`src/rtl/reg_wr_arbiter_pkg.sv`:
```
// Shared constants for the register-file write arbiter.
//   REGISTER_WIDTH / REG_INDEX_WIDTH / REGISTER_COUNT : register file geometry
//   REQ_ALU / REQ_LOAD / REQ_CSR                      : writeback requester IDs
package reg_wr_arbiter_pkg;

  localparam int unsigned REGISTER_WIDTH  = 32;
  localparam int unsigned REG_INDEX_WIDTH = 5;
  localparam int unsigned REGISTER_COUNT  = 32;
  localparam int unsigned NUM_REQ_DEFAULT = 3;

  localparam int unsigned REQ_ALU  = 0;
  localparam int unsigned REQ_LOAD = 1;
  localparam int unsigned REQ_CSR  = 2;

endpackage

```
`src/rtl/reg_wr_arbiter_rr_arbiter.sv`:
```
// Round-robin grant generator with its own pointer register.
//   clk, rst (async, active-low)
//   req_valid [NUM_REQ] : request lines
//   grant_c   [NUM_REQ] : combinational one-hot grant (zero while in reset)
// The pointer holds the last granted index; search starts one past it.
module rr_arbiter #(
  parameter int unsigned NUM_REQ = 3
) (
  input  logic               clk,
  input  logic               rst,
  input  logic [NUM_REQ-1:0] req_valid,
  output logic [NUM_REQ-1:0] grant_c
);

  localparam int unsigned PTR_W = (NUM_REQ > 1) ? $clog2(NUM_REQ) : 1;

  logic [PTR_W-1:0] r_ptr;
  logic [PTR_W-1:0] w_ptr_nxt;
  logic             w_any;
  int unsigned      w_idx;

  // Scan from pointer+1 (with wrap) and take the first valid requester.
  always_comb begin
    grant_c   = '0;
    w_ptr_nxt = r_ptr;
    w_any     = 1'b0;
    w_idx     = 0;
    for (int unsigned k = 1; k <= NUM_REQ; k++) begin
      w_idx = 32'(r_ptr) + k;
      if (w_idx >= NUM_REQ) w_idx = w_idx - NUM_REQ;
      if (!w_any && req_valid[PTR_W'(w_idx)]) begin
        grant_c[PTR_W'(w_idx)] = 1'b1;
        w_ptr_nxt              = PTR_W'(w_idx);
        w_any                  = 1'b1;
      end
    end
    if (!rst) grant_c = '0;
  end

  // Pointer resets to the last index so requester 0 is searched first.
  always_ff @(posedge clk or negedge rst) begin
    if (!rst) r_ptr <= PTR_W'(NUM_REQ - 1);
    else      r_ptr <= w_ptr_nxt;
  end

endmodule

```
`src/rtl/reg_wr_arbiter.sv`:
```
// Shares the reg_file write port between NUM_REQ writeback sources and keeps
// a pending-write scoreboard for the issue stage.
//   clk, rst (async, active-low)
//   req_valid/req_ready/req_index/req_data : per-requester write handshake
//   rsv_en/rsv_index                       : reserve a destination register
//   chk_index_n -> chk_busy_n              : source operand busy lookup
//   wr_en/wr_reg_index/wr_reg_data         : registered reg_file write port
//   busy_vec                               : scoreboard state
// Optional (macro REGFILE_BYPASS_EN): fwd_valid_n/fwd_data_n forward the
// in-flight write to a matching source operand before reg_file commits it.
module reg_wr_arbiter
  import reg_wr_arbiter_pkg::*;
#(
  parameter int unsigned NUM_REQ         = NUM_REQ_DEFAULT,
  parameter int unsigned REGISTER_WIDTH  = reg_wr_arbiter_pkg::REGISTER_WIDTH,
  parameter int unsigned REG_INDEX_WIDTH = reg_wr_arbiter_pkg::REG_INDEX_WIDTH,
  parameter int unsigned REGISTER_COUNT  = reg_wr_arbiter_pkg::REGISTER_COUNT
) (
  input  logic                                clk,
  input  logic                                rst,
  input  logic [NUM_REQ-1:0]                  req_valid,
  output logic [NUM_REQ-1:0]                  req_ready,
  input  logic [NUM_REQ*REG_INDEX_WIDTH-1:0]  req_index,
  input  logic [NUM_REQ*REGISTER_WIDTH-1:0]   req_data,
  input  logic                                rsv_en,
  input  logic [REG_INDEX_WIDTH-1:0]          rsv_index,
  input  logic [REG_INDEX_WIDTH-1:0]          chk_index_1,
  input  logic [REG_INDEX_WIDTH-1:0]          chk_index_2,
  output logic                                chk_busy_1,
  output logic                                chk_busy_2,
  output logic                                wr_en,
  output logic [REG_INDEX_WIDTH-1:0]          wr_reg_index,
  output logic [REGISTER_WIDTH-1:0]           wr_reg_data,
`ifdef REGFILE_BYPASS_EN
  output logic                                fwd_valid_1,
  output logic                                fwd_valid_2,
  output logic [REGISTER_WIDTH-1:0]           fwd_data_1,
  output logic [REGISTER_WIDTH-1:0]           fwd_data_2,
`endif
  output logic [REGISTER_COUNT-1:0]           busy_vec
);

  localparam int unsigned IW = REG_INDEX_WIDTH;
  localparam int unsigned DW = REGISTER_WIDTH;

  logic [NUM_REQ-1:0]        w_grant;
  logic                      w_xfer;
  logic [IW-1:0]             w_sel_index;
  logic [DW-1:0]             w_sel_data;
  logic [REGISTER_COUNT-1:0] w_busy_nxt;

  logic                      r_wr_en;
  logic [IW-1:0]             r_wr_index;
  logic [DW-1:0]             r_wr_data;
  logic [REGISTER_COUNT-1:0] r_busy;

  rr_arbiter #(.NUM_REQ(NUM_REQ)) u_rr_arbiter (
    .clk       (clk),
    .rst       (rst),
    .req_valid (req_valid),
    .grant_c   (w_grant)
  );

  assign req_ready = w_grant;

  // Mux the granted requester's payload.
  always_comb begin
    w_sel_index = '0;
    w_sel_data  = '0;
    for (int unsigned i = 0; i < NUM_REQ; i++) begin
      if (w_grant[i]) begin
        w_sel_index = req_index[i*IW +: IW];
        w_sel_data  = req_data[i*DW +: DW];
      end
    end
    w_xfer = |(req_valid & w_grant);
  end

  // Scoreboard next state: clear on transfer, then reserve so it wins.
  always_comb begin
    w_busy_nxt = r_busy;
    if (w_xfer) w_busy_nxt[w_sel_index] = 1'b0;
    if (rsv_en) w_busy_nxt[rsv_index]   = 1'b1;
    w_busy_nxt[0] = 1'b0;
  end

  // Output register and scoreboard; x0 transfers are consumed without a write.
  always_ff @(posedge clk or negedge rst) begin
    if (!rst) begin
      r_wr_en    <= 1'b0;
      r_wr_index <= '0;
      r_wr_data  <= '0;
      r_busy     <= '0;
    end else begin
      r_wr_en <= w_xfer && (w_sel_index != '0);
      if (w_xfer) begin
        r_wr_index <= w_sel_index;
        r_wr_data  <= w_sel_data;
      end
      r_busy <= w_busy_nxt;
    end
  end

  assign wr_en        = r_wr_en;
  assign wr_reg_index = r_wr_index;
  assign wr_reg_data  = r_wr_data;
  assign busy_vec     = r_busy;

  assign chk_busy_1 = (chk_index_1 != '0) && r_busy[chk_index_1];
  assign chk_busy_2 = (chk_index_2 != '0) && r_busy[chk_index_2];

`ifdef REGFILE_BYPASS_EN
  assign fwd_valid_1 = r_wr_en && (r_wr_index == chk_index_1) && (chk_index_1 != '0);
  assign fwd_valid_2 = r_wr_en && (r_wr_index == chk_index_2) && (chk_index_2 != '0);
  assign fwd_data_1  = r_wr_data;
  assign fwd_data_2  = r_wr_data;
`endif

endmodule

```
`config.mk`:
```
export PLATFORM = sky130hd
export DESIGN_NAME = reg_wr_arbiter
export DESIGN_NICKNAME = d
export VERILOG_FILES = /design/src/rtl/reg_wr_arbiter_pkg.sv /design/src/rtl/reg_wr_arbiter_rr_arbiter.sv /design/src/rtl/reg_wr_arbiter.sv
export SDC_FILE = /design/constraint.sdc
export NUM_CORES = 1
export LEC_CHECK = 0
export CELL_PAD_IN_SITES_DETAIL_PLACEMENT = 1
export CELL_PAD_IN_SITES_GLOBAL_PLACEMENT = 1
export CORE_MARGIN = 4
export CORE_UTILIZATION = 33
export DETAILED_ROUTE_END_ITERATION = 7
export PLACE_DENSITY = 0.83
export SYNTH_ARGS = -nofsm -noshare
export SYNTH_HDL_FRONTEND = slang
export SYNTH_SLANG_ARGS = --single-unit
export TNS_END_PERCENT = 20
```
`constraint.sdc`:
```
create_clock -name clk -period 7.9 [get_ports clk]
set_input_delay 1.58 -clock clk [delete_from_list [all_inputs] [get_ports clk]]
set_output_delay 1.58 -clock clk [all_outputs]
set_load 0.01 [all_outputs]
```
; Yosys cells after proc, flatten, opt, wreduce, memory -nomap -nowiden
; Index checks and enable logic that the tools add are counted.
[totals]
regBits = 71
word_cells = 89
[classes]
add_sub_neg = 6
order_cmp = 15
muxes = 40
bitwise_logic = 6
reduce_logical = 17
[op_table]
columns = operator, count
row1 = $mux W32, 5
row2 = $and A32 B32 Y32, 1
row3 = $not A32 Y32, 1
row4 = $or A32 B32 Y32, 1
row5 = $lt A5 B6 Y1 const B, 4
row6 = $mux W5, 3
row7 = $reduce_bool A5 Y1, 3
row8 = $mux W1, 12
row9 = $mux W2, 6
row10 = $mux W3, 4
row11 = $bmux W1 S5, 2
row12 = $demux W1 S5, 2
row13 = $ge A5 B1 Y1 const B, 2
row14 = $logic_and A1 B1 Y1, 10
row15 = $ge A3 B2 Y1 const B, 3
row16 = $lt A2 B3 Y1 const B, 3
row17 = $add A2 B2 Y3 const B, 2
row18 = $bmux W1 S2, 3
row19 = $demux W1 S2, 3
row20 = $ge A2 B1 Y1 const B, 3
row21 = $or A3 B3 Y3, 2
row22 = $sub A2 B2 Y2 const B, 3
row23 = $add A2 B1 Y3 const B, 1
row24 = $and A3 B3 Y3, 1
row25 = other kinds (3), 4

; Depth between registers and ports, before layout
[depth]
word_depth = 25
mapped_depth = 15
depth_no_buf = 11

; Cells and area by module
; From an unflattened synthesis, not the netlist that was laid out.
[hier_totals]
hier_cells = 522
hier_area_um2 = 4822.1
[modules_own_cells]
columns = mod, instances, cells_each, area_each_um2, seq_area_each_um2
row1 = reg_wr_arbiter, 1, 470, 4401.7, 1726.7
row2 = rr_arbiter, 1, 52, 420.4, 51.3

; Worst setup path after synthesis
; OpenSTA, ideal clock, no wires.
[synth_path]
path_type = input -> output
startpoint = input chk_index_1[0]
endpoint = output chk_busy_1
t_arrival_ns = 3.239
t_required_ns = 6.320
slack_ns = 3.081
cell_stages = 4
path_cell_list = clkbuf_1 > mux4_2 > mux4_2 > mux2_2
[synth_between]
elab_chain_len = 3
[synth_lines]
columns = element, line_no
row1 = start: declaration, reg_wr_arbiter.sv:27  ; input logic [REG_INDEX_WIDTH-1:0] chk_index_1,
row2 = $bmux W1 S5, reg_wr_arbiter.sv:109  ; assign chk_busy_1 = (chk_index_1 != '0) && r_busy[chk_index_1];
row3 = $mux W1 (implied by the code), reg_wr_arbiter.sv:109
row4 = $logic_and A1 B1 Y1 *, reg_wr_arbiter.sv:109
row5 = end: declaration, reg_wr_arbiter.sv:29  ; output logic chk_busy_1,
; Every way passes the cells marked *; elsewhere a longest branch is shown, timed or not. The select of a mux whose other input is x is not followed.

; Worst setup path after layout
[layout_path]
startpoint = input req_valid[2]
endpoint = output req_ready[2]
[layout_between]
elab_chain_len = 10
[layout_lines]
columns = element, line_no
row1 = start: declaration, reg_wr_arbiter.sv:21  ; input logic [NUM_REQ-1:0] req_valid,
row2 = $bmux W1 S2, reg_wr_arbiter_rr_arbiter.sv:31  ; if (!w_any && req_valid[PTR_W'(w_idx)]) begin
row3 = $mux W1 (implied by the code), reg_wr_arbiter_rr_arbiter.sv:31
row4 = $mux W1, reg_wr_arbiter_rr_arbiter.sv:31
row5 = $logic_not A1 Y1, reg_wr_arbiter_rr_arbiter.sv:31
row6 = $logic_and A1 B1 Y1, reg_wr_arbiter_rr_arbiter.sv:31
row7 = $mux W1, reg_wr_arbiter_rr_arbiter.sv:31
row8 = $logic_not A1 Y1, reg_wr_arbiter_rr_arbiter.sv:31
row9 = $logic_and A1 B1 Y1, reg_wr_arbiter_rr_arbiter.sv:31
row10 = $mux W3 *, reg_wr_arbiter_rr_arbiter.sv:31
row11 = $mux W3 *, reg_wr_arbiter_rr_arbiter.sv:37  ; if (!rst) grant_c = '0;
row12 = end: declaration, reg_wr_arbiter.sv:22  ; output logic [NUM_REQ-1:0] req_ready,
; Marked as above.

==> results.cfg <==
[run_status]
status = completed

[grt]
grt_pass1_vias = 5388
grt_antenna_before_repair = 0
grt_usage_pct = 24.01
overflow = 0
grt_pass1_wl_microns = 30590
grt_max_degree = 77

[drt]
totalWireLength_microns = 20230
via_per_inst = 5.957
drtIter0Drc = 389
ant_nets = 0
wl_met2_microns = 10490
wire_per_inst_microns = 23.50
drtPass1Iterations = 5
wl_met1_microns = 7537
post-route-drc-count = 0
top_layer = met4
vias = 5129
met3_length_microns = 1227

[power]
clkPwrFrac_pct = 17.3
p_leak_nw = 2.768
p_comb_share_pct = 57.1
p_seq_share_pct = 25.7
irDropWorstVdd_v = 0.0001870
power.density_nw_per_um2 = 341.7
p_int_mw = 1.362
netSwitchingPower_mw = 1.069
switching_share_pct = 43.97

[setup_path]
reg2reg_slack_ps = 3420
endpoint_kind = output pin
start_kind = input port
arrival_ps = 4400
worstSetupPathType = input port to output pin
worstPathMaxFanout = 46
worst_ep_required_time_ps = 6320

[synthesis]
synth_top_family_by_area = compound AO/OA/AOI/OAI gates
ys.flop_type = dfrtp_1
yosys.area_share.xor_xnor_pct = 0.1868
async_reset_ff_share_pct = 100.0
synth.distinct_cells = 54
synth_simple_gate_area_share_pct = 18.76
synth-edff-count = 0
ys_seq_area_share_pct = 37.92
syn_area_sq_um = 4688
synth_fa_ha_area_share_pct = 1.601
synth-compound-area-share_pct = 26.23
ys_ff_latch = 71
ys_warn_count = 0
synth_nets = 635
synth_area_per_cell_sq_um = 9.433
synth_mux_area_share_pct = 9.848
netlist_instances = 497

[final_layout]
fill_cells = 1570
area_growth_pct = 51.75
drive_above_1_share_pct = 10.28
n_antenna_cell = 0
final_cell_mix = 204 x clkdlybuf4s50_1, 123 x nand2_1, 70 x dfrtp_1
final_common_cell = clkdlybuf4s50_1
final_nets = 814

[flow_run]
cap_violations = 0

[floorplanning]
start_util_pct = 33.78
die_width_microns = 127.2
rows = 43
io_pins = 207
die-area_sq_um = 16180
coreArea_sq_um = 13880
die_h_microns = 127.2

[clock_tree]
root_buffer = clkbuf_16
post-cts-setup-buffers = 0
clkTransAtPathRegs_ps = 60
clock_latency_ps = 330
cts_buffers = 9
clock_sinks = 71
cts_tree = built
hold_buffers = 0
htreeDepth = 3
ctsResizeCount = 0
cts_buffer_depth = 2

[sta]
rsz0062_at_grt = no
slew_violations = 0
period_share_pct = 75.74
fin_hold_ws_ps = 474.5
finalHoldViolCount = 0
worst_pin_slew_ps = 1191
skew_ps = 6.410
fin_setup_tns_ps = 0
maxSlewHeadroom_pct = 20.44
finalSetupViolations = 0
period_minus_slack_ps = 5983
fmax_mhz = 167.1

[hold_path]
hp-class = register to register

[placed_design]
io_buffers = 205
place_hpwl_microns = 15390
gp_congestion = 0.8863
## worst paths after layout
path	startpoint	to	depth (start not counted)
min in group asynchronous	rst	wr_reg_data[6]	1
worst min register to register	wr_reg_data[9]	wr_reg_data[9]	2
worst max-delay path	req_valid[2]	req_ready[2]	8
max in group asynchronous	rst	wr_reg_data[1]	2
worst max register to register	u_rr_arbiter.r_ptr[0]	busy_vec[23]	13
worst min-delay path	wr_reg_data[9]	wr_reg_data[9]	2
## stage by stage
step	util [%]	power (mW)	instances	setup WS, ps	instance area (sq um)
final	51.25	2.431	861	1917	7114
after floorplan	-	1.411	497	3081	4688
after global placement	49.03	1.925	845	2071	6805
after global routing	51.25	2.573	861	1802	7114
after CTS	51.25	2.434	861	1941	7114
after detailed placement	49.03	2.004	845	1941	6805
## power groups by stage
stage,Clock (mW),Sequential [mW],Combinational (mW)
after global routing,0.443,0.637,1.49
after CTS,0.425,0.622,1.39
after detailed placement,0,0.628,1.38
after global placement,0,0.619,1.31
after floorplan,0,0.636,0.775
final,0.419,0.624,1.39
## per-layer routing
layer / vias up / GRT usage [%]
li1: 2250 / -
met1: 2572 / 27.82
met2: 250 / 42.31
met3: 57 / 4.348
met4: 0 / 12.49
met5: - / 0
## worst max-delay path, stage by stage
cell and delay, ps:
clkdlybuf4s50_1 730, mux2_2 280, nand4_1 110, o221a_2 280
buf_4 290, inv_2 90, buf_4 380, clkdlybuf4s50_1 620
## registers in the layout, summed over array words and instances (netlist names)
signal              count
wr_reg_data            32
wr_en                   1
busy_vec               31
wr_reg_index            5
u_rr_arbiter.r_ptr      2
## cells in the mapped netlist, types with 2 or more instances
master / count / area share [%]
o21a_1: 2 / 0.32
buf_6: 5 / 1.2
o31a_1: 2 / 0.37
inv_1: 6 / 0.48
a31oi_1: 6 / 0.80
dfrtp_1: 70 / 37
o41ai_1: 27 / 5.0
a31o_4: 2 / 0.75
nor3_1: 2 / 0.21
buf_2: 9 / 0.96
o2111ai_1: 2 / 0.37
nand4_1: 3 / 0.40
nor3b_1: 4 / 0.64
nand3_1: 4 / 0.43
nor3_2: 2 / 0.43
ha_1: 6 / 1.6
a31oi_2: 3 / 0.80
mux2_2: 5 / 1.2
nand2_1: 123 / 9.8
buf_4: 4 / 0.64
nand2b_1: 5 / 0.67
o31ai_1: 34 / 5.4
and3b_1: 3 / 0.56
nor3b_2: 2 / 0.53
buf_1: 8 / 0.64
mux4_2: 18 / 8.6
a221oi_1: 33 / 6.2
a21oi_1: 4 / 0.43
o41ai_2: 4 / 1.4
nor2_1: 42 / 3.4
o21ai_0: 16 / 1.7
and3_1: 3 / 0.40
clkbuf_1: 17 / 1.4
## area by class of cell
cell class              instances  area [sq um]  area share, %
well taps                     180         225.2          3.166
flip-flops and latches         71          1778          24.99
inverters                       7         26.28         0.3693
multi-input cells             376          2681          37.69
repair buffers                211          2095          29.44
clock buffers                  12         256.5          3.605
clock inverters                 4         52.55         0.7387
## logic make-up (layout without fill, tap and decap cells)
family | Yosys count | after routing
adder cells (fa/ha/maj) | 6 | 6
AND/OR/NAND/NOR | 200 | 200
AO/OA/AOI/OAI | 145 | 145
XOR/XNOR | 1 | 1
other | 1 | 1
multiplexers | 23 | 23
flip-flops | 71 | 71
buffers and inverters | 50 | 234
Power figures use the tool's default switching activity.
